[src/rtl/arith_sequencer.sv]
// rtl/arith_sequencer.sv - multi-cycle fetch/decode/exec/wb control FSM for the shared-ALU arithmetic datapath
// Optional retired-instruction counter: define ARITH_SEQ_INSTR_COUNT_EN.
module arith_sequencer (
  input  logic        clock,
  input  logic        reset,
  input  logic [5:0]  opcode,
  input  logic [5:0]  funct,
  input  logic        mem_ready,
  output logic        fetch_req,
  output logic        pc_enable,
  output logic        ir_enable,
  output logic        alu_src1,
  output logic [1:0]  alu_src2,
  output logic [2:0]  alu_op,
  output logic        rd_src,
  output logic        wr_enable,
  output logic        except,
  output logic [31:0] instr_count
);

  localparam logic [2:0] ST_FETCH  = 3'd0;
  localparam logic [2:0] ST_DECODE = 3'd1;
  localparam logic [2:0] ST_EXEC   = 3'd2;
  localparam logic [2:0] ST_WB     = 3'd3;
  localparam logic [2:0] ST_EXCEPT = 3'd4;

  localparam logic [2:0] ALU_ADD = 3'd0;
  localparam logic [2:0] ALU_SUB = 3'd1;
  localparam logic [2:0] ALU_AND = 3'd2;
  localparam logic [2:0] ALU_OR  = 3'd3;
  localparam logic [2:0] ALU_XOR = 3'd4;
  localparam logic [2:0] ALU_NOR = 3'd5;

  logic [2:0] state_q;
  logic [2:0] state_d;

  logic       dec_legal;
  logic [2:0] dec_op;
  logic [1:0] dec_src2;
  logic       dec_rd;

  // IR is held stable from DECODE through WB, so decode stays combinational.
  always_comb begin
    dec_legal = 1'b1;
    dec_op    = ALU_ADD;
    dec_src2  = 2'd1;
    dec_rd    = 1'b1;
    case (opcode)
      6'h00: begin
        dec_src2 = 2'd0;
        dec_rd   = 1'b0;
        case (funct)
          6'h20:   dec_op = ALU_ADD;
          6'h22:   dec_op = ALU_SUB;
          6'h24:   dec_op = ALU_AND;
          6'h25:   dec_op = ALU_OR;
          6'h26:   dec_op = ALU_XOR;
          6'h27:   dec_op = ALU_NOR;
          default: dec_legal = 1'b0;
        endcase
      end
      6'h08:   dec_op = ALU_ADD;
      6'h0c:   dec_op = ALU_AND;
      6'h0d:   dec_op = ALU_OR;
      6'h0e:   dec_op = ALU_XOR;
      default: dec_legal = 1'b0;
    endcase
  end

  always_comb begin
    state_d = state_q;
    case (state_q)
      ST_FETCH:  if (mem_ready) state_d = ST_DECODE;
      ST_DECODE: state_d = dec_legal ? ST_EXEC : ST_EXCEPT;
      ST_EXEC:   state_d = ST_WB;
      ST_WB:     state_d = ST_FETCH;
      ST_EXCEPT: state_d = ST_EXCEPT;
      default:   state_d = ST_FETCH;
    endcase
  end

  always_ff @(posedge clock) begin
    if (reset) state_q <= ST_FETCH;
    else       state_q <= state_d;
  end

  // Outputs are forced low during reset so a reset landing in WB never writes.
  always_comb begin
    fetch_req = 1'b0;
    pc_enable = 1'b0;
    ir_enable = 1'b0;
    alu_src1  = 1'b0;
    alu_src2  = 2'd0;
    alu_op    = ALU_ADD;
    rd_src    = 1'b0;
    wr_enable = 1'b0;
    except    = 1'b0;
    if (!reset) begin
      case (state_q)
        ST_FETCH: begin
          fetch_req = 1'b1;
          pc_enable = mem_ready;
          ir_enable = mem_ready;
          alu_src2  = 2'd2;
        end
        ST_EXEC, ST_WB: begin
          alu_src1  = 1'b1;
          alu_src2  = dec_src2;
          alu_op    = dec_op;
          rd_src    = dec_rd;
          wr_enable = (state_q == ST_WB);
        end
        ST_EXCEPT: except = 1'b1;
        default: ;
      endcase
    end
  end

`ifdef ARITH_SEQ_INSTR_COUNT_EN
  logic [31:0] instr_cnt_q;

  always_ff @(posedge clock) begin
    if (reset)                instr_cnt_q <= 32'h0;
    else if (state_q == ST_WB) instr_cnt_q <= instr_cnt_q + 32'd1;
  end

  assign instr_count = reset ? 32'h0 : instr_cnt_q;
`else
  assign instr_count = 32'h0;
`endif

endmodule

[config.mk]
export PLATFORM = sky130hd
export DESIGN_NAME = arith_sequencer
export DESIGN_NICKNAME = d
export VERILOG_FILES = /design/src/rtl/arith_sequencer.sv
export SDC_FILE = /design/constraint.sdc
export NUM_CORES = 1
export LEC_CHECK = 0
export CORE_ASPECT_RATIO = 1.25
export CORE_UTILIZATION = 33
export CTS_BUF_LIST = sky130_fd_sc_hd__clkbuf_2
export DETAILED_ROUTE_END_ITERATION = 10
export PLACE_DENSITY = 0.88
export REMOVE_ABC_BUFFERS = 1
export SETUP_SLACK_MARGIN = 0.5
export SYNTH_ARGS = -nofsm -noshare
export SYNTH_HDL_FRONTEND = slang
export SYNTH_SLANG_ARGS = --single-unit
export TNS_END_PERCENT = 1
[constraint.sdc]
create_clock -name clock -period 5.3 [get_ports clock]
set_clock_uncertainty 0.15 [all_clocks]
set_input_delay 1.325 -clock clock [delete_from_list [all_inputs] [get_ports clock]]
set_output_delay 1.325 -clock clock [all_outputs]
set_load 0.1 [all_outputs]
* Word level (Yosys, flattened, before mapping)
Index checks and enable logic that the tools add are counted.
Cells by class: equality and inequality tests 15, multiplexer cells 25, reductions and logical operators 5
Operators with widths (number):
- 6-bit equality test (second input constant) | 6
- 6-bit by 4-bit equality test with 1-bit output (second input constant) | 4
- 3-bit one-hot mux with 4 select lines | 2
- 1-bit 2-to-1 mux | 15
- 3-bit one-hot mux with 5 select lines | 1
- 3-bit 2-to-1 mux | 4
- 3-bit by 2-bit equality test with 1-bit output (second input constant) | 2
- 6-bit zero test | 1
- 6-bit OR reduction | 1
- 2-bit one-hot mux with 2 select lines | 1
- 4-bit OR reduction | 1
- 3-bit by 1-bit equality test with 1-bit output (second input constant) | 1
- 3-bit equality test (second input constant) | 1
- 3-bit zero test | 1
- 2-bit 2-to-1 mux | 1
- 2-bit inequality test (second input constant) | 1
- 1-bit one-hot mux with 2 select lines | 1
- 2-bit OR reduction | 1
Word-level totals: register bits 3, bits of input ports 15, output and inout port bits 44, logic and storage cells 46

* Longest topological paths before layout
depth after elaboration 6, gate-level depth with buffers 4, gate-level depth less buffers 4

* Worst setup path after synthesis
OpenSTA, ideal clock, no wires.
kind in2out, from input reset, to output pc_enable, arrival 5.730 ns, required time 3.825 ns, setup slack -1.905 ns, cell stages on the path 3, path buffers 1, cell sequence nor4_1 > and2_1 > buf_4
Between the ends: cells in the longest elaborated chain, start to end 1
Ends and longest elaborated chain:
- start: declaration | line 5 | input logic reset,
- 1-bit 2-to-1 mux
- end: declaration | line 10 | output logic pc_enable,
No other way between the ends.

* Worst setup path after layout
from input opcode[3], to output alu_op[1]
Between the ends: cells in the longest elaborated chain, start to end 4, elaborated cells between the ends (all ways) 7, classes of those cells eq/ne (3); mux (3); reduce/logical (1)
Ends and longest elaborated chain:
- start: declaration | line 6 | input logic [5:0] opcode,
- 6-bit by 4-bit equality test with 1-bit output / 6-bit zero test (equally long branches) | line 48 | case (opcode)
- 3-bit one-hot mux with 4 select lines (*) | line 48
- 3-bit 2-to-1 mux (*) | line 99 | case (state_q)
- 3-bit 2-to-1 mux (*) | line 98 | if (!reset) begin
- end: declaration | line 14 | output logic [2:0] alu_op,
Every way passes the cells marked *; elsewhere a longest branch is shown, timed or not.

==> impl_metrics.ini <==
[outcome]
status = complete, no violations

[job]
maxCapViolCount = 0

[timing]
rsz0062_at_grt = no
setup_viol = 0
fin_crit_sh = 0.891
final_hold_viol_count = 0
slew_viol_final = 0
tns_ns = 0
fmax_mhz = 212
finalCriticalPeriod_ns = 4.72

[clock_tree]
clkLatencyLatePin_ns = 0.19
cts_buffers = 3
clkSinkCount = 3
holdBufCountCts = 0
htreeDepth = 1
root_buffer = clkbuf_2
cts_tree = built
clk_path_buf_depth = 2
cts.clk_slew.worst_paths_ns = 0.04
postCtsResizedCells = 0
post_cts_buffers = 0

[routing]
wl_met3_um = 129
vias = 538
dr.first_iter.drc_count = 1
drtAntennaViolNets = 0
dr_wl_met2_um = 559
wl_met1_um = 399
viasPerCell = 4.14
wl_um = 1090
drtPass1Iterations = 2
detail_route.wl_per_cell_um = 8.37
maxUsedRoutingLayer = met3
drc = 0

[floorplanning]
core_sq_um = 1640
die_w_um = 40.2
fp.dieH_um = 49.7
start_util = 0.367
rows = 16
die_area_sq_um = 2000
pin_count = 59

[global_route]
track_usage = 0.109
grt_pass1_vias = 424
grt_start_max_net_pins = 9
antenna_found_initial = 0
grt_pass1_wl_um = 1580
grt.overflow.total = 0

[cells_and_area]
layout-drive-gt1-share = 0.232
fin_nets = 128
final_cells = 130
finish.instance_area_sq_um = 796
largest_register_ffs = 3
area_growth_pct = 32.2
n_antenna_cell = 0
largestRegisters = state_q: 3 flops
utilization = 0.485
regMostFlops = state_q

[placed_design]
placed_cells = 123
port_buffers = 26
place_area_sq_um = 753
place_congestion = 0.554
dp_hpwl_um = 875

[worst_setup_path]
worstPathArrival_ns = 3.25
cp.required_ns = 3.83
slowest_delay_ns = 0.52
cp-start-kind = input port
crit_family = simple AND/OR/NAND/NOR gates
endpoint_kind = output pin
r2r_setup_slack_ns = 4.15
cp.buffers_inverters = 2
critPathKind = input port to output pin
cpMaxStageDelayCell = clkdlybuf4s50_1
cp_max_fo = 5
cp_cell_sequence = clkdlybuf4s50_1 -> nor4_4 -> nand3_2 -> or3b_1 -> a21oi_1 -> buf_12

[synth]
ys_seq_area_frac = 0.0998
synth_edf_count = 0
netlist_area_sq_um = 602
yosys_warnings = 0
ys_async_sr_fraction = 0
avgSynthCellArea_sq_um = 7.34
postSynthCellCount = 82
ys_seq_elements = 3
synth_flop_cell = dfxtp_1
yosys.cell_types.count = 30

[worst_hold_path]
hold_path_class = flop to flop

[pwr]
powerDensity_nw_per_um2 = 261
peakVddDrop_v = 0.000151
p_leak_nw = 0.383
[layout by cell type, fill, tap and decap left out, types with 2 or more instances in the layout]
master / count
buf_4: 12
nand4_1: 2
clkbuf_2: 4
a21oi_1: 4
dfxtp_1: 3
nand2_1: 7
conb_1: 32
inv_1: 4
nor4_1: 2
nor2_1: 4
buf_12: 3
clkdlybuf4s50_1: 14
[path summary, 6_finish.rpt]
check / cells after the start / end / start
setup / recovery: 6 / alu_op[1] / opcode[3]
hold / removal: 1 / state_q[0]$_SDFFE_PP0P_ / state_q[2]$_SDFFE_PP0P_
setup reg to reg: 2 / state_q[2]$_SDFFE_PP0P_ / state_q[1]$_SDFFE_PP0P_
hold reg to reg: 1 / state_q[0]$_SDFFE_PP0P_ / state_q[2]$_SDFFE_PP0P_
[layout make-up]
type | instances | area [sq um]
repair buffers | 29 | 290
inverters | 4 | 15.0
well taps | 18 | 22.5
multi-input cells | 72 | 388
flip-flops and latches | 3 | 60.1
fillers | 157 | 846
clock buffers | 4 | 20.0
[per-stage QoR]
step | hold slack, ns | power, mW | worst slack (ns)
after floorplan | 0.285 | 0.156 | -4.96
after global placement | 0.301 | 0.176 | 0.619
after detailed placement | 0.312 | 0.177 | 0.546
after CTS | 0.324 | 0.209 | 0.544
final | 0.324 | 0.208 | 0.578
after global routing | 0.349 | 0.217 | 0.520
[synth_stat cells (2+ instances only)]
cell type	count	share of area
inv_1	4	0.025
buf_4	34	0.42
nor2_1	4	0.025
nand4_1	2	0.021
nor4_1	2	0.021
nand2_1	7	0.044
a21oi_1	4	0.033
dfxtp_1	3	0.10
[power breakdown]
part | total (mW) | internal [mW] | switching, mW
combinational | 0.152 | 0.0187 | 0.133
sequential | 0.0256 | 0.0240 | 0.00155
clock | 0.0304 | 0.0199 | 0.0105
total | 0.208 | 0.0627 | 0.145
[routing by layer]
layer / global-route usage / up-vias
li1: - / 272
met1: 0.108 / 225
met5: 0 / -
met2: 0.204 / 41
met3: 0.0405 / 0
met4: 0.0167 / 0
[logic make-up after synthesis]
logic type,Yosys count,synth area share
other,1,0.00623
AOI/OAI and AO/OA,10,0.114
buffers and inverters,38,0.449
adders and majority gates,1,0.0166
DFF,3,0.0998
and+or+nand+nor,29,0.314
[worst reg2reg max path, delay by kind of cell (launching register included)]
kind             cells  cell delay, ns
AO/OA/AOI/OAI        1            0.15
AND/OR/NAND/NOR      1            0.42
flip-flops           1            0.36
(Power assumes the default switching activity.)
